==> src/rtl/mem_port_arbiter.sv <==
// mem_port_arbiter: shares one external memory port (req/gnt/rvalid) between the
// instruction-cache refill requester (instr_*) and the core data port (data_*).
// Requests are routed combinationally; up to DEPTH granted-but-unanswered
// transactions are tracked in an in-order ID FIFO that steers each rvalid back
// to the requester that issued it.
//
// Ports:
//   clk, res                     clock, synchronous active-low reset
//   instr_req/adr -> gnt/rvalid/read            instruction requester
//   data_req/adr/we/be/wdata -> gnt/rvalid/rdata data requester
//   mem_req/adr/we/be/wdata, mem_gnt/rvalid/rdata external memory port
//   outstanding                  number of unanswered transactions
//   rsp_err                      sticky: rvalid seen with nothing outstanding
module mem_port_arbiter #(
  parameter int unsigned DEPTH    = 4,  // power of 2, >= 2
  parameter int unsigned ARB_MODE = 0   // 0: round-robin, 1: data has priority
) (
  input  logic                       clk,
  input  logic                       res,
  input  logic                       instr_req,
  input  logic [31:0]                instr_adr,
  output logic                       instr_gnt,
  output logic                       instr_rvalid,
  output logic [31:0]                instr_read,
  input  logic                       data_req,
  input  logic [31:0]                data_adr,
  input  logic                       data_we,
  input  logic [3:0]                 data_be,
  input  logic [31:0]                data_wdata,
  output logic                       data_gnt,
  output logic                       data_rvalid,
  output logic [31:0]                data_rdata,
  output logic                       mem_req,
  output logic [31:0]                mem_adr,
  output logic                       mem_we,
  output logic [3:0]                 mem_be,
  output logic [31:0]                mem_wdata,
  input  logic                       mem_gnt,
  input  logic                       mem_rvalid,
  input  logic [31:0]                mem_rdata,
  output logic [$clog2(DEPTH):0]     outstanding,
  output logic                       rsp_err
);

  localparam int unsigned AW = $clog2(DEPTH);
  localparam int unsigned CW = AW + 1;

  typedef enum logic {IdInstr = 1'b0, IdData = 1'b1} id_e;

  logic [CW-1:0] count_q, count_d;
  logic [AW-1:0] wptr_q, rptr_q;
  id_e           fifo_q [DEPTH];
  logic          lock_valid_q, lock_valid_d;
  id_e           lock_id_q, lock_id_d;
  id_e           rr_last_q;
  logic          rsp_err_q;

  logic full, lock_req, grant, push, pop;
  id_e  winner, head;

  assign full     = (count_q == CW'(DEPTH));
  assign lock_req = (lock_id_q == IdData) ? data_req : instr_req;

  always_comb begin
    winner = IdInstr;
    if (lock_valid_q && lock_req) begin
      winner = lock_id_q;
    end else if (data_req && !instr_req) begin
      winner = IdData;
    end else if (instr_req && !data_req) begin
      winner = IdInstr;
    end else if (instr_req && data_req) begin
      if (ARB_MODE == 1) winner = IdData;
      else               winner = (rr_last_q == IdData) ? IdInstr : IdData;
    end
  end

  assign mem_req = (instr_req | data_req) & ~full;

  always_comb begin
    mem_adr   = instr_adr;
    mem_we    = 1'b0;
    mem_be    = 4'b1111;
    mem_wdata = '0;
    if (winner == IdData) begin
      mem_adr   = data_adr;
      mem_we    = data_we;
      mem_be    = data_be;
      mem_wdata = data_wdata;
    end
  end

  // Grants are suppressed while held in reset so no transaction is lost.
  assign grant     = mem_req & mem_gnt & res;
  assign push      = grant;
  assign instr_gnt = grant & (winner == IdInstr);
  assign data_gnt  = grant & (winner == IdData);

  assign pop          = mem_rvalid & (count_q != '0);
  assign head         = fifo_q[rptr_q];
  assign instr_rvalid = pop & (head == IdInstr);
  assign data_rvalid  = pop & (head == IdData);
  assign instr_read   = mem_rdata;
  assign data_rdata   = mem_rdata;

  assign outstanding = count_q;
  assign rsp_err     = rsp_err_q;

  always_comb begin
    count_d = count_q;
    unique case ({push, pop})
      2'b10:   count_d = count_q + CW'(1);
      2'b01:   count_d = count_q - CW'(1);
      default: count_d = count_q;
    endcase
  end

  // Lock the current winner while it waits for a grant so the presented
  // address stays stable; drop it on grant or when the locked side withdraws.
  always_comb begin
    lock_valid_d = lock_valid_q;
    lock_id_d    = lock_id_q;
    if (grant) begin
      lock_valid_d = 1'b0;
    end else if (mem_req) begin
      lock_valid_d = 1'b1;
      lock_id_d    = winner;
    end else if (!(lock_valid_q && lock_req)) begin
      lock_valid_d = 1'b0;
    end
  end

  always_ff @(posedge clk) begin
    if (!res) begin
      count_q      <= '0;
      wptr_q       <= '0;
      rptr_q       <= '0;
      lock_valid_q <= 1'b0;
      lock_id_q    <= IdInstr;
      rr_last_q    <= IdData;
      rsp_err_q    <= 1'b0;
    end else begin
      count_q      <= count_d;
      lock_valid_q <= lock_valid_d;
      lock_id_q    <= lock_id_d;
      if (push) begin
        fifo_q[wptr_q] <= winner;
        wptr_q         <= wptr_q + AW'(1);
        rr_last_q      <= winner;
      end
      if (pop) rptr_q <= rptr_q + AW'(1);
      if (mem_rvalid && (count_q == '0)) rsp_err_q <= 1'b1;
    end
  end

endmodule

==> config.mk <==
export PLATFORM = sky130hd
export DESIGN_NAME = mem_port_arbiter
export DESIGN_NICKNAME = d
export VERILOG_FILES = /design/src/rtl/mem_port_arbiter.sv
export SDC_FILE = /design/constraint.sdc
export NUM_CORES = 1
export LEC_CHECK = 0
export BUFFER_PORTS_ARGS = -buffer_cell sky130_fd_sc_hd__buf_2
export CAP_MARGIN = 30
export CORE_AREA = 2 2 110 112
export CTS_CLUSTER_SIZE = 28
export DETAILED_ROUTE_END_ITERATION = 12
export DIE_AREA = 0 0 112 114
export GPL_TIMING_DRIVEN = 0
export HOLD_SLACK_MARGIN = 0.03
export SYNTH_ARGS = -nofsm -noshare
export SYNTH_HDL_FRONTEND = slang
export SYNTH_SLANG_ARGS = --single-unit
==> constraint.sdc <==
create_clock -name clk -period 4.2 [get_ports clk]
set_input_delay 0.21 -clock clk [delete_from_list [all_inputs] [get_ports clk]]
set_output_delay 0.21 -clock clk [all_outputs]
set_load 0.05 [all_outputs]
# == Word level (Yosys, flattened, before mapping) ==
# Memories as Yosys holds them, arrays and structs flattened. A register that Yosys moved wholly into a read port is not among the register bits.
# Index checks and enable logic that the tools add are counted.
# Widths: inputs -> output; s select.
# word_totals
in_bits,139
n_memories,1
regBits,11
ramBits,4
output_inout_bits,142
wordCells,60
# op_classes
bitwise_logic,14
n_addsub,4
n_reduce_logical,12
eq_ne,4
muxes,18
# memory_table
name,depth,width,rd,rd_ports_with_merged_regs,write_ports,line,rtl
fifo_q,4,1,1,1,1,52,id_e fifo_q [DEPTH];
# op_table
operator,count
$mux 32,2
$mux 1,12
$and 1x1->1,8
$pmux 3 s2,1
$logic_and 1x1->1,5
$not 1->1,5
$add 2x1->2 const B,2
$mux 2,2
$mux 4,1
$add 3x1->3 const B,1
$eq 3x3->1 const B,1
$logic_not 3->1,1
$reduce_bool 3->1,1
$sub 3x1->3 const B,1
$eq 2x1->1 const B,1
$eq 2x2->1 const B,1
$logic_not 1->1,2
$ne 2x2->1 const B,1
$reduce_and 2->1,1
$reduce_bool 2->1,1
$reduce_or 2->1,1
$or 1x1->1,1

# == Depth between registers and ports, before layout ==
# Gate-level depths: netlist of run 1.
# logic_depth
depth_word,8
mapped_depth,9
mapped_depth_nobuf,9

# == Worst setup path before layout of run 1 ==
# OpenSTA, ideal clock, no wires.
# synth_timing
kind,register to output
startpoint,reg count_q[0] (netlist: outstanding[0])
endpoint,out instr_gnt
required_ns,3.990
setup_slack_ns,1.537
arrival_ns,2.453
stages_incl_launch_ff,3
n_path_buf,0
cell_sequence,dfxtp_1 nor3b_2 nor4_1
# synth_via
elab_chain_len,6
# synth_lines
element,line,rtl
"start, declared",50,"logic [CW-1:0] count_q, count_d;"
"start signal, assigned",143,count_q <= count_d;
$eq 3x3->1,61,assign full = (count_q == CW'(DEPTH));
$not 1->1,78,assign mem_req = (instr_req | data_req) & ~full;
$and 1x1->1,78,
$and 1x1->1 (2 in a row),94,assign grant = mem_req & mem_gnt & res;
$and 1x1->1,96,assign instr_gnt = grant & (winner == IdInstr);
"end, declared",22,"output logic instr_gnt,"
# Every way passes these cells.

# == Worst setup path after layout of run 1 ==
# layout_timing
startpoint,reg count_q[2] (netlist: outstanding[2])
endpoint,reg count_q[2] (netlist: outstanding[2])
# layout_via
elab_chain_len,7
elab_cells_between_ends,13
cone_classes,add/sub: 2; eq/ne: 3; mux: 1; bitwise: 5; reduce/logical: 2
# layout_lines
element,line,rtl
$eq 3x3->1,61,
$not 1->1,78,
$and 1x1->1,78,
$and 1x1->1 (2 in a row),94,
$eq 2x1->1 or $eq 2x2->1 (tied branches),111,"unique case ({push, pop})"
$pmux 3 s2 or $reduce_bool 2->1 (tied branches),-,
# Several ways; a longest one is shown, not always the timed one.
# A chain may end at the register's enable or synchronous reset.

==> metrics.md, run 1 <==
| Metric | Value |
|---|---|
| Status | `complete, no violations` |
| Post-CTS setup buffers | `0` |
| Tmin final | `2580 ps` |
| Reg power frac | `19.3%` |
| Root Driver | `clkbuf_16` |
| N_diodes | `0` |
| Startpoint types | `flop` |
| PostCTS Resize Cnt | `0` |
| Peak VDD IR | `0.290 mV` |
| Synth Area in XOR/XNOR | `1.74%` |
| Rel. slew slack | `64.4%` |
| Share of cells above drive strength 1 | `approximately three quarters` |
| Multiplexer share of the synthesized area | `21.9%` |
| R2R depth | `9` |
| Worst Hold Class | `in2reg` |
| Area grow syn2layout | `74.4%` |
| Measured slew at the worst slew-check pin | `532 ps` |
| Post-synthesis sequential area ratio | `roughly a fifth` |
| Sw Ratio | `about half` |
| TritonCTS clock tree | `done` |
| Largest cells by area after synthesis | `buf_4 (24%), dfxtp_1 (13%), and2_1 (10%)` |
| Area leader, netlist | `buf_4` |
| Largest net degree at the start of global routing | `14` |
| Post-synth ARST share | `0%` |
| Rows | `40` |
| Die W | `112 um` |
| Hold-critical path depth | `3` |
| Vias post-DR | `2,382` |
| First-pass GRT wire length | `10,300 um` |
| Int Pwr | `about 570 uW` |
| Final Hold Vio Count | `0` |
| Main combinational cell family by area after synthesis | `buffers and inverters` |
| Wire per inst | `about 12 um` |
| Critical Path End Type | `flop` |
| Simple-gate share of the synthesized area | `between 10% and 20%` |
| WP data arrival | `2760 ps` |
| CP Cell Sequence | `nor3b_2, nor2_1, nand2_1, ha_1, inv_1, fa_1, xor2_1, or3_1, a21oi_1` |
| CP max FO | `10` |
| Critical Path RT | `approximately 4400 ps` |
| Final setup violation count | `0` |
| Post-Syn Area | `2020 um^2` |
| Clk_lat worst skew | `about 250 ps` |
| Top cell type's share of synthesized area | `about a quarter` |
| Comb pwr share | `between 60% and 70%` |
| Num CTS Buffers | `3` |
| Number of synthesized register bits | `17` |
| Initial DRT Pass Iterations | `4` |
| Fin crit share | `between 60% and 70%` |
| DRC violations left | `0` |
| H-tree Lvls | `1` |
| PD cells | `333 nW/um^2` |
| Area of the die | `between 10,000 and 15,000 um^2` |
| Hold_buf cts | `0` |
| Setup CP Type | `reg2reg` |
| Compound-Gate Fraction of Synth Area | `4.71%` |
| Die H | `~110 um` |
| Top Ports | `approximately 280` |
| Slowest-stage cell, CP | `nor3b_2` |
| Primary FF master, synth | `dfxtp_1` |
| Psw | `between 600 and 700 uW` |
| Deepest clock path buffer count | `2` |
| Ys Warns | `0` |
| Clock transition at path regs | `roughly 50 ps` |
| Max Cap Viol | `0` |
| Clock power share | `between 10% and 20%` |
| F_max | `between 300 and 400 MHz` |
| Adder-cell share of the synthesized area | `under 10%` |
| Remaining Overflow, GRT | `0` |
| Vias/cell | `3.82` |
| Post-synth EDFFs | `4` |
| Post-DP HPWL | `about 6600 um` |
| Mapped Nets | `roughly 370` |
| Antenna-violating nets left | `0` |
| Final Max Tran Viols | `0` |
| Core area | `around 12,000 um^2` |
| Syn Inst Count | `226` |
| Nets | `approximately 620` |
| RSZ-0062 raised after global routing | `false` |
| 1st-iter DRT viols | `68` |
| Number of antenna violations at the first check in global routing | `0` |
| Number of global-route vias before repair | `about 2,100` |
| Routed WL | `7450 um` |
| Hold slack | `roughly 240 ps` |
| Worst path max stage delay | `500 ps` |
| Syn Area/Cell | `~8.9 um^2` |
| Clk_skew | `approximately 1.6 ps` |
| Port bufs | `247` |
| Fin Setup TNS | `0 ps` |
| All-Layer GR Usage | `roughly 10%` |
| Clock sinks | `17` |
| Routability cong. | `0.747` |
| Pleak | `a little over 2 nW` |
| Effective utilization at floorplan | `17.2%` |
| Yosys cell types | `38` |
==> final cells by class <==
| class | instances | area (um^2) |
|---|---|---|
| Buffer | 74 | 562 |
| Fill cell | 1289 | 8190 |
| Clock buffer | 3 | 75.1 |
| Clock inverter | 1 | 5.00 |
| Sequential cell | 17 | 380 |
| Timing Repair Buffer | 247 | 1240 |
| Inverter | 8 | 30.0 |
| Multi-Input combinational cell | 127 | 1040 |
| Tap cell | 147 | 184 |
==> power by group through the flow <==
stage	combinational [mW]	clock [mW]	sequential [mW]
after global placement	0.748	0	0.227
after CTS	0.761	0.195	0.226
after detailed placement	0.759	0	0.230
after global routing	0.800	0.201	0.230
final	0.755	0.190	0.226
after floorplan	0.550	0	0.264
==> kinds of logic (layout without fill, tap and decap cells) <==
family,after synthesis,after routing
AO/OA/AOI/OAI,14,14
XOR/XNOR,4,4
adder cells (fa/ha/maj),6,6
buffers and inverters,82,333
flip-flops,17,17
multiplexers,35,35
AND/OR/NAND/NOR,68,68
==> critical path: cells and delay by family, from the launching register on <==
family                   cells  cell delay, ps
flip-flops                   1             410
XOR/XNOR                     1             160
buffers and inverters        1              60
AO/OA/AOI/OAI                1             140
AND/OR/NAND/NOR              4            1150
adder cells (fa/ha/maj)      2             570
==> path summary, 6_finish.rpt <==
kind                            slack [ps]      startpoint              to
worst min-delay path                   240      mem_rvalid         rsp_err
worst min register to register         490    lock_valid_q    lock_valid_q
worst max register to register        1620  outstanding[2]  outstanding[2]
worst max-delay path                  1620  outstanding[2]  outstanding[2]
==> layer usage <==
layer | up-vias | GRT usage, % | share of wire (%)
met1 | 1071 | 12.5 | 38
met3 | 4 | 1.33 | 8.8
met2 | 126 | 17.9 | 52
li1 | 1181 | - | -
met4 | 0 | 1.71 | 0.39
met5 | - | 0 | 0
==> metrics by stage <==
stage / cell area (um^2) / instances / utilization (%) / setup slack (ps) / power (mW)
2_1_floorplan: 2020 / 226 / - / 1540 / 0.814
3_3_place_gp: 3440 / 620 / 29.3 / 1700 / 0.976
3_5_place_dp: 3440 / 620 / 29.3 / 1660 / 0.988
4_1_cts: 3520 / 624 / 30.0 / 1650 / 1.18
5_1_grt: 3520 / 624 / 30.0 / 1430 / 1.23
6_report: 3520 / 624 / 30.0 / 1620 / 1.17
==> cell usage in the layout, fill, tap and decap left out, types with 4 or more instances in the layout <==
cell type	synthesis	final
mux2_4	10	10
nand2b_1	4	4
ha_1	5	5
dfxtp_1	13	13
nand2_1	4	4
inv_1	8	8
and2_1	33	33
xor2_1	4	4
nor2_1	11	11
a21oi_1	5	5
and3_1	5	5
mux2_2	15	15
buf_4	65	65
edfxtp_1	4	4
mux2_1	8	8
buf_2	2	249
==> Yosys cell counts, drive strengths merged (2+ instances only) <==
library cell	instances
a21oi	5
and2	33
and3	5
buf	70
clkbuf	4
dfxtp	13
edfxtp	4
ha	5
inv	8
mux2	33
nand2	4
nand2b	4
nor2	11
nor2b	2
nor3	2
o21ai	3
or3	3
xor2	4
No activity file was read; power rests on OpenSTA's default activity.
==> run 2: changes to the inputs <==
CORE_AREA = 2 2 108 110   (was 2 2 110 112)
DIE_AREA = 0 0 110 112   (was 0 0 112 114)
clock period = 2.1 ns   (was 4.2 ns; I/O delays follow)
==> metrics.md, run 2 (synthesis gave the netlist of run 1 again) <==
| Metric | Value |
|---|---|
| Largest net degree at the start of global routing | `14 (unchanged)` |
| All-Layer GR Usage | `9.74% (-0.061 points)` |
| Share of cells above drive strength 1 | `76.5% (+3.0 points)` |
| Rows | `39 (-2.5%)` |
| Area grow syn2layout | `81.9%` |
| Post-DP HPWL | `6100 um (-7.0%)` |
| Pleak | `2.06 nW (+2.5%)` |
| Worst Hold Class | `in2reg` |
| Worst path max stage delay | `370 ps (-130 ps)` |
| Most frequent cells in the layout | `buf_2 (244), buf_4 (74), and2_1 (33)` |
| Hold_buf cts | `0 (unchanged)` |
| Critical Path End Type | `flop` |
| Cell area after layout | `3670 um^2 (+4.3%)` |
| Critical Path RT | `2270 ps (-2110 ps)` |
| Reg2reg end | `outstanding[2]` |
| PD cells | `673 nW/um^2 (+100%)` |
| Antenna-violating nets left | `0 (unchanged)` |
| Buffer and inverter count on the worst path | `1 (unchanged)` |
| Top Ports | `281 (unchanged)` |
| Number of antenna violations at the first check in global routing | `0 (unchanged)` |
| H-tree Lvls | `1 (unchanged)` |
| Area of the die | `12,300 um^2 (-3.5%)` |
| WP data arrival | `2230 ps (-530 ps)` |
| TritonCTS clock tree | `done` |
| Largest delay share family, worst path | `simple AND/OR/NAND/NOR gates` |
| Post-route insts no fill | `629 (+0.80%)` |
| RSZ-0062 raised after global routing | `true` |
| Clock sinks | `17 (unchanged)` |
| FILL cells | `1,168 (-9.4%)` |
| Commonest non-fill, non-tap cell in the layout | `buf_2` |
| Nets | `632 (+1.4%)` |
| Dpl cells | `616 (-0.65%)` |
| Psw | `1.24 mW (+100%)` |
| GR Util met2 | `19.4% (+1.5 points)` |
| CP max FO | `6 (-4)` |
| Startpoint types | `flop` |
| Setup CP Type | `reg2reg` |
| Routability cong. | `0.779 (+4.2%)` |
| Met1 Track Usage GR | `10.8% (-1.7 points)` |
| Clock power share | `15.1% (-1.2 points)` |
| Worst reg2reg startpoint | `outstanding[0]` |
| Sw Ratio | `50.1% (-1.6 points)` |
| F_max | `484 MHz (+25%)` |
| Worst Hold Launch | `mem_rvalid` |
| Placement-stage cell area | `3450 um^2 (+0.40%)` |
| N_diodes | `0 (unchanged)` |
| Reg power frac | `18.8% (-0.5 points)` |
| CP Cell Sequence | `nor3b_4, nor2_4, nand2_2, ha_4, inv_2, fa_2, xor2_2, or3_4, a21oi_2` |
| Rel. slew slack | `66.3% (+1.9 points)` |
| WHS Endpoint | `rsp_err` |
| Measured slew at the worst slew-check pin | `503 ps (-29.1 ps)` |
| Vias post-DR | `2,384 (+0.084%)` |
| Remaining Overflow, GRT | `0 (unchanged)` |
| Routed WL | `6990 um (-6.2%)` |
| 1st-iter DRT viols | `31 (-54%)` |
| Final setup violation count | `0 (unchanged)` |
| Fin crit share | `98.4% (+37 points)` |
| Int Pwr | `1.23 mW (+120%)` |
| Die W | `110 um (-1.8%)` |
| Clk_lat worst skew | `240 ps (about the same)` |
| Core area | `11,200 um^2 (-4.6%)` |
| Port bufs | `247 (unchanged)` |
| Status | `complete, no violations` |
| Root Driver | `clkbuf_16` |
| Max Cap Viol | `0 (unchanged)` |
| Die H | `112 um (-1.8%)` |
| First-pass GRT wire length | `9690 um (-5.8%)` |
| Final Hold Vio Count | `0 (unchanged)` |
| R2R depth | `9 (unchanged)` |
| Peak VDD IR | `0.442 mV (+53%)` |
| Met3 Track Usage GR | `1.81% (+0.49 points)` |
| Slowest-stage cell, CP | `or3_4` |
| Tmin final | `2070 ps (-512 ps)` |
| Comb pwr share | `66.2% (+1.7 points)` |
| Busiest grt layer | `met2` |
| Clock transition at path regs | `50 ps (about the same)` |
| Clk_skew | `1.72 ps (+0.150 ps)` |
| Num CTS Buffers | `3 (unchanged)` |
| Number of global-route vias before repair | `2,144 (+2.9%)` |
| Vias/cell | `3.79 (-0.71%)` |
| DRC violations left | `0 (unchanged)` |
| R2r setup slk | `30 ps (-1590 ps)` |
| Initial DRT Pass Iterations | `4 (unchanged)` |
| Deepest clock path buffer count | `2 (unchanged)` |
| Hold-critical path depth | `3 (unchanged)` |
| Final Max Tran Viols | `0 (unchanged)` |
| Effective utilization at floorplan | `18.0% (+0.83 points)` |
| Wire per inst | `11.1 um (-6.9%)` |
==> run 2: cell count changes in the layout (fill, tap and decap cells not counted), sizes merged <==
| cell | before | now |
|---|---|---|
| clkbuf | 7 | 13 |
| buf | 317 | 321 |
| clkinv | 1 | 0 |
==> run 2: area by class of cell <==
class | instances | area [um^2] | share of cell area, %
timing repair buffer | 256 | 1310 | 35.8
sequential | 17 | 392 | 10.7
tap | 143 | 179 | 4.88
multi-input combinational | 127 | 1110 | 30.3
clock buffer | 4 | 78.8 | 2.15
buffer | 74 | 564 | 15.4
inverter | 8 | 30.0 | 0.818
==> run 2: worst reg2reg max path, delay by kind of cell, from the launching register on <==
kind                     cells  cell delay (ps)
XOR/XNOR                     1              160
AND/OR/NAND/NOR              4              820
adder cells (fa/ha/maj)      2              480
flip-flops                   1              360
buffers and inverters        1               30
AO/OA/AOI/OAI                1              140
==> run 2: how the worst max path moves through the flow <==
stage,startpoint,endpoint,cells after the start
after floorplan,outstanding[2],outstanding[2],9
after global placement,outstanding[0],outstanding[2],9
after detailed placement,outstanding[0],outstanding[2],9
after CTS,outstanding[2],outstanding[2],9
after global routing,outstanding[0],outstanding[2],9
final,outstanding[0],outstanding[2],9
==> run 2: metrics by stage <==
stage               total power, mW  setup TNS (ps)  setup slack, ps  hold WS, ps  utilization, %
CTS                            2.40               0             8.09          115            32.1
detailed placement             1.98            -363             -300          367            30.9
floorplan                      1.64            -183             -183          246               -
global route                   2.60            -193            -67.9          186            32.8
finish                         2.47               0             34.2          144            32.8
global placement               1.96            -235             -225          358            30.9
==> run 2: metal layers <==
layer	vias up	share of wire [%]
met4	0	0.17
met1	1049	35
met3	2	10
met2	137	54
met5	-	0
li1	1196	-
==> run 2: what timing repair did <==
item	CTS	global route
buffers inserted	5	4
setup endpoints to repair	5	13
pin swaps	5	5
endpoints found under the hold margin	0	0
gates resized for setup	6	14
==> run 2: power by group through the flow <==
stage | Combinational [mW] | Sequential, mW | Clock (mW)
final | 1.63 | 0.463 | 0.372
after global routing | 1.73 | 0.472 | 0.397
after CTS | 1.56 | 0.460 | 0.378
after detailed placement | 1.51 | 0.470 | 0
after global placement | 1.50 | 0.466 | 0
after floorplan | 1.10 | 0.538 | 0
